**src/rtl/eje03_pkg.sv**
```systemverilog
// eje03_pkg: shared state type and default sizing for the eje03 arbiter
package eje03_pkg;
  localparam int ARB_N = 4;
  localparam int ARB_TIMEOUT = 15;
  typedef enum logic [1:0] {IDLE, SOLICITA, ESPERA, LIBERA} st_arb_t;
endpackage

```
**src/rtl/prio_rr.sv**
```systemverilog
// prio_rr: picks the first request at or after ptr, wrapping around
module prio_rr
  import eje03_pkg::*;
#(
  parameter int N = ARB_N,
  localparam int PW = $clog2(N)
) (
  input  logic [N-1:0]  req,
  input  logic [PW-1:0] ptr,
  output logic [N-1:0]  win,
  output logic          valid
);
  logic [N-1:0] rot;
  logic [N-1:0] pick;
  // rotate ptr down to bit 0, keep the lowest set bit, rotate it back
  always_comb begin
    rot = N'({req, req} >> ptr);
    pick = '0;
    for (int i = N - 1; i >= 0; i--) pick = rot[i] ? N'(1) << i : pick;
    win = N'(({pick, pick} << ptr) >> N);
  end
  assign valid = |req;
endmodule

```
**src/rtl/arbitro_rr_eje03.sv**
```systemverilog
// arbitro_rr_eje03: round-robin arbiter sharing one eje03 unit among N requesters
module arbitro_rr_eje03
  import eje03_pkg::*;
#(
  parameter int N = ARB_N,
  parameter int TIMEOUT = ARB_TIMEOUT
) (
  input  logic         clk,
  input  logic         reset,
  input  logic [N-1:0] req,
  output logic [N-1:0] gnt,
  output logic [N-1:0] done,
  output logic         r_o,
  input  logic         a_e_i,
  input  logic         c_i,
  output logic         busy,
  output logic         err
);
  localparam int PW = $clog2(N);
  localparam int CW = $clog2(TIMEOUT + 1);
  st_arb_t st_q, st_n;
  logic [PW-1:0] ptr_q, ptr_n, ptr_nxt;
  logic [CW-1:0] cnt_q, cnt_n, cnt_inc;
  logic [N-1:0] gnt_n, done_n, win;
  logic r_n, err_n, valid, tmo;
  prio_rr #(.N(N)) u_prio (.req(req), .ptr(ptr_q), .win(win), .valid(valid));
  assign cnt_inc = (cnt_q == CW'(TIMEOUT)) ? cnt_q : cnt_q + CW'(1);
  assign tmo = cnt_inc == CW'(TIMEOUT);
  assign busy = st_q != IDLE;
  // pointer moves to the slot just after the current winner
  always_comb begin
    ptr_nxt = '0;
    for (int i = 0; i < N; i++) ptr_nxt = gnt[i] ? PW'((i + 1) % N) : ptr_nxt;
  end
  // next state and next registered outputs; c_i is ignored until ESPERA
  always_comb begin
    st_n = st_q;
    ptr_n = ptr_q;
    cnt_n = cnt_q;
    gnt_n = gnt;
    done_n = '0;
    r_n = r_o;
    err_n = 1'b0;
    case (st_q)
      IDLE: if (valid) begin
        st_n = SOLICITA;
        gnt_n = win;
        r_n = 1'b1;
        cnt_n = '0;
      end
      SOLICITA: if (a_e_i) begin
        st_n = ESPERA;
        r_n = 1'b0;
        cnt_n = '0;
      end else if (tmo) begin
        st_n = LIBERA;
        r_n = 1'b0;
        gnt_n = '0;
        err_n = 1'b1;
        ptr_n = ptr_nxt;
      end else cnt_n = cnt_inc;
      ESPERA: if (c_i || tmo) begin
        st_n = LIBERA;
        gnt_n = '0;
        done_n = c_i ? gnt : '0;
        err_n = !c_i;
        ptr_n = ptr_nxt;
      end else cnt_n = cnt_inc;
      default: st_n = IDLE;
    endcase
  end
  // state and output registers, cleared asynchronously
  always_ff @(posedge clk or negedge reset)
    if (!reset) begin
      st_q <= IDLE;
      ptr_q <= '0;
      cnt_q <= '0;
      gnt <= '0;
      done <= '0;
      r_o <= 1'b0;
      err <= 1'b0;
    end else begin
      st_q <= st_n;
      ptr_q <= ptr_n;
      cnt_q <= cnt_n;
      gnt <= gnt_n;
      done <= done_n;
      r_o <= r_n;
      err <= err_n;
    end
endmodule

```
**config.mk**
```make
export PLATFORM = sky130hd
export DESIGN_NAME = arbitro_rr_eje03
export DESIGN_NICKNAME = d
export VERILOG_FILES = /design/src/rtl/eje03_pkg.sv /design/src/rtl/prio_rr.sv /design/src/rtl/arbitro_rr_eje03.sv
export SDC_FILE = /design/constraint.sdc
export NUM_CORES = 1
export LEC_CHECK = 0
export BUFFER_PORTS_ARGS = -buffer_cell sky130_fd_sc_hd__buf_2
export CORE_MARGIN = 2
export CORE_UTILIZATION = 59
export DETAILED_ROUTE_END_ITERATION = 10
export HOLD_SLACK_MARGIN = 0.06
export PLACE_DENSITY = 0.83
export SYNTH_ARGS = -nofsm -noshare
export SYNTH_HDL_FRONTEND = slang
export SYNTH_SLANG_ARGS = --single-unit
```
**constraint.sdc**
```tcl
create_clock -name clk -period 4.82 [get_ports clk]
set_input_delay 0.241 -clock clk [delete_from_list [all_inputs] [get_ports clk]]
set_output_delay 0.241 -clock clk [all_outputs]
set_load 0.1 [all_outputs]
```
* Word-level counts from Yosys, hierarchy flattened *
Cells that the tools add are included.

operators by class
  equality and inequality tests = 11
  shift operators = 2
  add/subtract/negate cells = 1
  multiplexer cells = 39
  reduce and logical (&&, ||, !) cells = 13

operators with widths
  operator                                                          number
  4-bit two-way mux                                                 16
  4-bit one-hot mux with 3 select lines                             2
  2-bit two-way mux                                                 10
  4-bit == test (second input constant)                             2
  2-bit != test (second input constant)                             4
  4-bit AND reduction                                               2
  8-bit by 2-bit left shift with 8-bit output                       1
  8-bit by 2-bit right shift with 4-bit output                      1
  1-bit two-way mux                                                 7
  3-bit != test (second input constant)                             2
  2-bit one-hot mux with 3 select lines                             1
  3-bit AND reduction                                               2
  2-bit nonzero test                                                3
  5-bit AND reduction                                               1
  4-bit by 1-bit adder with 4-bit output (second input constant)    1
  1-bit one-hot mux with 2 select lines                             2
  2-bit one-hot mux with 2 select lines                             1
  4-bit OR reduction                                                1
  3-bit nonzero test                                                1
  2-bit by 1-bit == test with 1-bit output (second input constant)  1
  2-bit == test (second input constant)                             1
  2-bit logical NOT                                                 1
  2-bit by 1-bit != test with 1-bit output (second input constant)  1
  1-bit logical NOT                                                 1
  1-bit logical OR                                                  1

word-level totals
  output and inout port bits = 11
  register bits after elaboration = 18
  input port bits = 8
  word-level logic and storage cells = 73

* Logic depth before layout (Yosys ltp) *
  depth in word-level cells = 8
  gate-level depth with buffers = 8
  depth with buffers taken out = 7

* By module *
From an unflattened synthesis, not the netlist that was laid out.

unflattened totals
  cells, all modules = 114
  area total of the unflattened synthesis = 1,137.3 um^2

modules (own cells, without submodules)
  module            cells each  area an instance (um^2)  times used
  arbitro_rr_eje03  94          1,027.2                  1
  prio_rr           20          110.1                    1

* Worst setup path after synthesis *
No wires, ideal clock.

  path kind = flip-flop to flip-flop
  start point = reg cnt_q[0]
  end point = reg gnt[2]
  buffers on the path = 0
  arrival = 1.900 ns
  path slack = 2.794 ns
  cell stages (with the launch flop) = 7
  cell sequence = dfrtp_1 ha_1 and4_1 a221oi_4 a21oi_2 o21ai_4 mux2_4

between the ends
  longest elaborated chain between the ends = 6
  elaborated cells between the ends (all ways) = 8

ends and longest elaborated chain
  element                                                                  RTL line                source
  start: declaration                                                       arbitro_rr_eje03.sv:23  logic [CW-1:0] cnt_q, cnt_n, cnt_inc;
  start signal: assignment                                                 arbitro_rr_eje03.sv:85  cnt_q <= cnt_n;
  4-bit by 1-bit adder with 4-bit output or 4-bit == test (tied branches)  arbitro_rr_eje03.sv:27  assign cnt_inc = (cnt_q == CW'(TIMEOUT)) ? cnt_q : cnt_q + CW'(1);
  4-bit two-way mux *                                                      arbitro_rr_eje03.sv:27
  4-bit == test *                                                          arbitro_rr_eje03.sv:28  assign tmo = cnt_inc == CW'(TIMEOUT);
  1-bit logical OR                                                         arbitro_rr_eje03.sv:62  ESPERA: if (c_i || tmo) begin
  2-bit != test (no line)                                                  --
  5-bit AND reduction (no line) *                                          --
  end signal: assignment                                                   arbitro_rr_eje03.sv:86  gnt <= gnt_n;
  end: declaration                                                         arbitro_rr_eje03.sv:11  output logic [N-1:0] gnt,

Every way passes the cells marked *; elsewhere a longest branch is shown, timed or not.
A chain may end at the register's enable or synchronous reset.

* Final worst setup path *
  start point = reg cnt_q[0]
  end point = reg cnt_q[0]

between the ends
  longest elaborated chain between the ends = 6
  elaborated cells between the ends (all ways) = 12

ends and longest elaborated chain
  element                                                                  RTL line
  4-bit by 1-bit adder with 4-bit output or 4-bit == test (tied branches)  arbitro_rr_eje03.sv:27
  4-bit two-way mux *                                                      arbitro_rr_eje03.sv:27
  4-bit == test                                                            arbitro_rr_eje03.sv:28
  1-bit logical OR                                                         arbitro_rr_eje03.sv:62
  2-bit != test (no line)                                                  --
  4-bit AND reduction (no line)                                            --

Every way passes the cells marked *; elsewhere a longest branch is shown, timed or not. The select of a mux whose other input is x is not followed.

==> flow_metrics.tcl <==
set metrics [dict create \
    status "finished clean" \
    cts_hold_buf 1 \
    routed_wl_um 2520 \
    tightest_slew_ns 0.510 \
    synth_cell_types 39 \
    syn_inst 114 \
    htree_levels 1 \
    hold_class "in -> reg" \
    cp-end-kind "register" \
    antenna_found_initial 0 \
    dp_hpwl_um 1910 \
    seqCellArea_um2 450 \
    nets 150 \
    maxCapViolCount 0 \
    clk_pin_slew_ns 0.10 \
    final-setup-viol-count 0 \
    nFillCells 128 \
    grt_max_degree 19 \
    multiInputGateArea_um2 658 \
    initial_core_util_pct 64.5 \
    drive_above_1_share_pct 24.3 \
    viasPerCell 6.12 \
    async_reset_ff_share_pct 100 \
    die_w_um 48.1 \
    clockBufferDepth 2 \
    clock_sinks 18 \
    synth_edf_count 0 \
    worst_path_largest_cell_delay_ns 0.45 \
    synth_flop_cell "dfrtp_1" \
    vias 986 \
    finalSetupTns_ns 0 \
    die_area_mm2 0.00232 \
    vdd_drop_max_uv 468 \
    cp-start-kind "register" \
    portBuffers 18 \
    hold_violations 0 \
    ff2ff_setup_slack_ns 2.61 \
    cts_root_buffer "clkbuf_4" \
    fin_crit_sh_pct 45.7 \
    rows 15 \
    timing.fmax_ghz 0.454 \
    antenna_cells 0 \
    gp_congestion 0.897 \
    ios 19 \
    syn_area_per_cell_um2 10.1 \
    critPathBufInv 0 \
    ant_nets 0 \
    path_cells "ha_1 -> and4_1 -> a22oi_4 -> nor2_1 -> o31a_1 -> o31ai_1" \
    drt_first_pass_iters 4 \
    ys_seq_area_share_pct 39.2 \
    slew_headroom_pct 65.7 \
    powerDensity_mw_per_mm2 668 \
    first_global_vias 986 \
    grt_usage_pct 26.8 \
    fin_total_pwr_mw 0.878 \
    period_minus_slack_ns 2.21 \
    first_iter_violations 23 \
    grt_first_pass_wirelength_um 4280 \
    core_mm2 0.00178 \
    insertion_delay_ns 0.30 \
    final-max-slew-violation-count 0 \
    tritoncts.num_buffers 3 \
    layout_common_cells "dfrtp_1, buf_2, nand2_1" \
    critical_path_class "reg -> reg" \
    power.leakage_nw 0.678 \
    ys_warn_count 0 \
    post_drt_wl_per_cell_um 15.6 \
    synth_fp_nets 127 \
    cts_setup_buffers 0 \
    drc 0 \
    syn_area_mm2 0.00115 \
    synthToLayoutAreaGrowth_pct 14.3 \
    ctsResizeCount 0 \
    rsz0062_at_grt "no" \
    ys_seq_elements 18 \
    fin_worst_skew_ns 0.00547 \
    die_height_um 48.1 \
    cpMaxStageDelayCell "dfrtp_1" \
    critPathArrivalTime_ns 2.40 \
    critical_path.top_delay_family "compound AO/OA/AOI/OAI gates" \
    crit_fanout 7 \
    cts_tree "done" \
    grt.overflow.total 0 \
    required_ns 5.01 \
]
worst register-to-register path, stage by stage (launching register included):
cell,delay (ns)
dfrtp_1,0.45
ha_1,0.29
and4_1,0.27
a22oi_4,0.31
nor2_1,0.14
o31a_1,0.32
o31ai_1,0.32
through the flow:
| stage | area [um2] | cells | setup WS [ns] | hold WS, ns | util [%] |
|---|---|---|---|---|---|
| floorplan | 1150 | 114 | 2.79 | -0.0546 | - |
| global placement | 1270 | 156 | 2.71 | 0.181 | 71.1 |
| detailed placement | 1270 | 156 | 2.65 | 0.189 | 71.1 |
| CTS | 1310 | 161 | 2.62 | 0.256 | 73.7 |
| global route | 1310 | 161 | 2.48 | 0.259 | 73.7 |
| finish | 1310 | 161 | 2.61 | 0.271 | 73.7 |
per-layer routing:
metal  up-vias  part of all wire [%]  GRT usage, %  wire length [um]
met4         0                   2.5          15.1                64
met2        37                    49          44.2              1240
met1       468                    44          33.0              1100
met5         -                     0             0                 0
li1        473                     -             -                 -
met3         8                   4.4          4.44               110
sequential cells by signal, summed over array words and instances, names as in the netlist:
| name | cells |
|---|---|
| cnt_q | 4 |
| done | 4 |
| err | 1 |
| gnt | 4 |
| ptr_q | 2 |
| r_o | 1 |
| st_q | 2 |
final cells by class:
class | instances | area share [%]
flip-flops and latches | 18 | 34.3
well taps | 25 | 2.38
inverters | 10 | 2.86
multi-input cells | 85 | 50.1
repair buffers | 19 | 7.62
clock buffers | 4 | 2.76
where the power goes:
group / leakage [nW] / internal, mW / total, mW / switching [mW]
Combinational: 0.418 / 0.156 / 0.542 / 0.386
Sequential: 0.239 / 0.192 / 0.240 / 0.0473
Clock: 0.0210 / 0.0461 / 0.0961 / 0.0500
Total: 0.678 / 0.395 / 0.878 / 0.483
cells by family (layout without fill, tap and decap cells):
| family | after synthesis | in the layout | share of synthesized area [%] |
|---|---|---|---|
| multiplexers | 6 | 6 | 6.64 |
| adder cells (fa/ha/maj) | 5 | 5 | 5.44 |
| XOR/XNOR | 1 | 1 | 0.762 |
| buffers and inverters | 11 | 33 | 3.59 |
| AND/OR/NAND/NOR | 38 | 38 | 18.6 |
| AO/OA/AOI/OAI | 35 | 35 | 25.8 |
| flip-flops | 18 | 18 | 39.2 |
Yosys cell counts, types with 2 or more instances:
master	n	area share, %
a21oi_1	6	2.6
a31oi_1	3	1.6
and3_1	9	4.9
and4_1	2	1.5
dfrtp_1	18	39
ha_1	5	5.4
inv_1	10	3.3
mux2_4	3	3.9
mux2i_1	2	1.7
nand2_1	11	3.6
nand2b_1	2	1.1
nand3_1	5	2.2
nor2_1	4	1.3
o2111ai_1	2	1.5
o21ai_0	5	2.2
o21ai_1	2	0.87
o22ai_1	2	1.1
o32a_1	2	1.7
final timing paths:
| path | startpoint | end | cells past startpoint |
|---|---|---|---|
| min | req[1] | gnt[1] | 3 |
| max reg2reg | cnt_q[0] | cnt_q[0] | 6 |
| max in group asynchronous | reset | ptr_q[0] | 2 |
| min reg2reg | r_o | r_o | 2 |
| max | cnt_q[0] | cnt_q[0] | 6 |
| min in group asynchronous | reset | done[1] | 2 |
No activity file was read; power rests on OpenSTA's default activity.
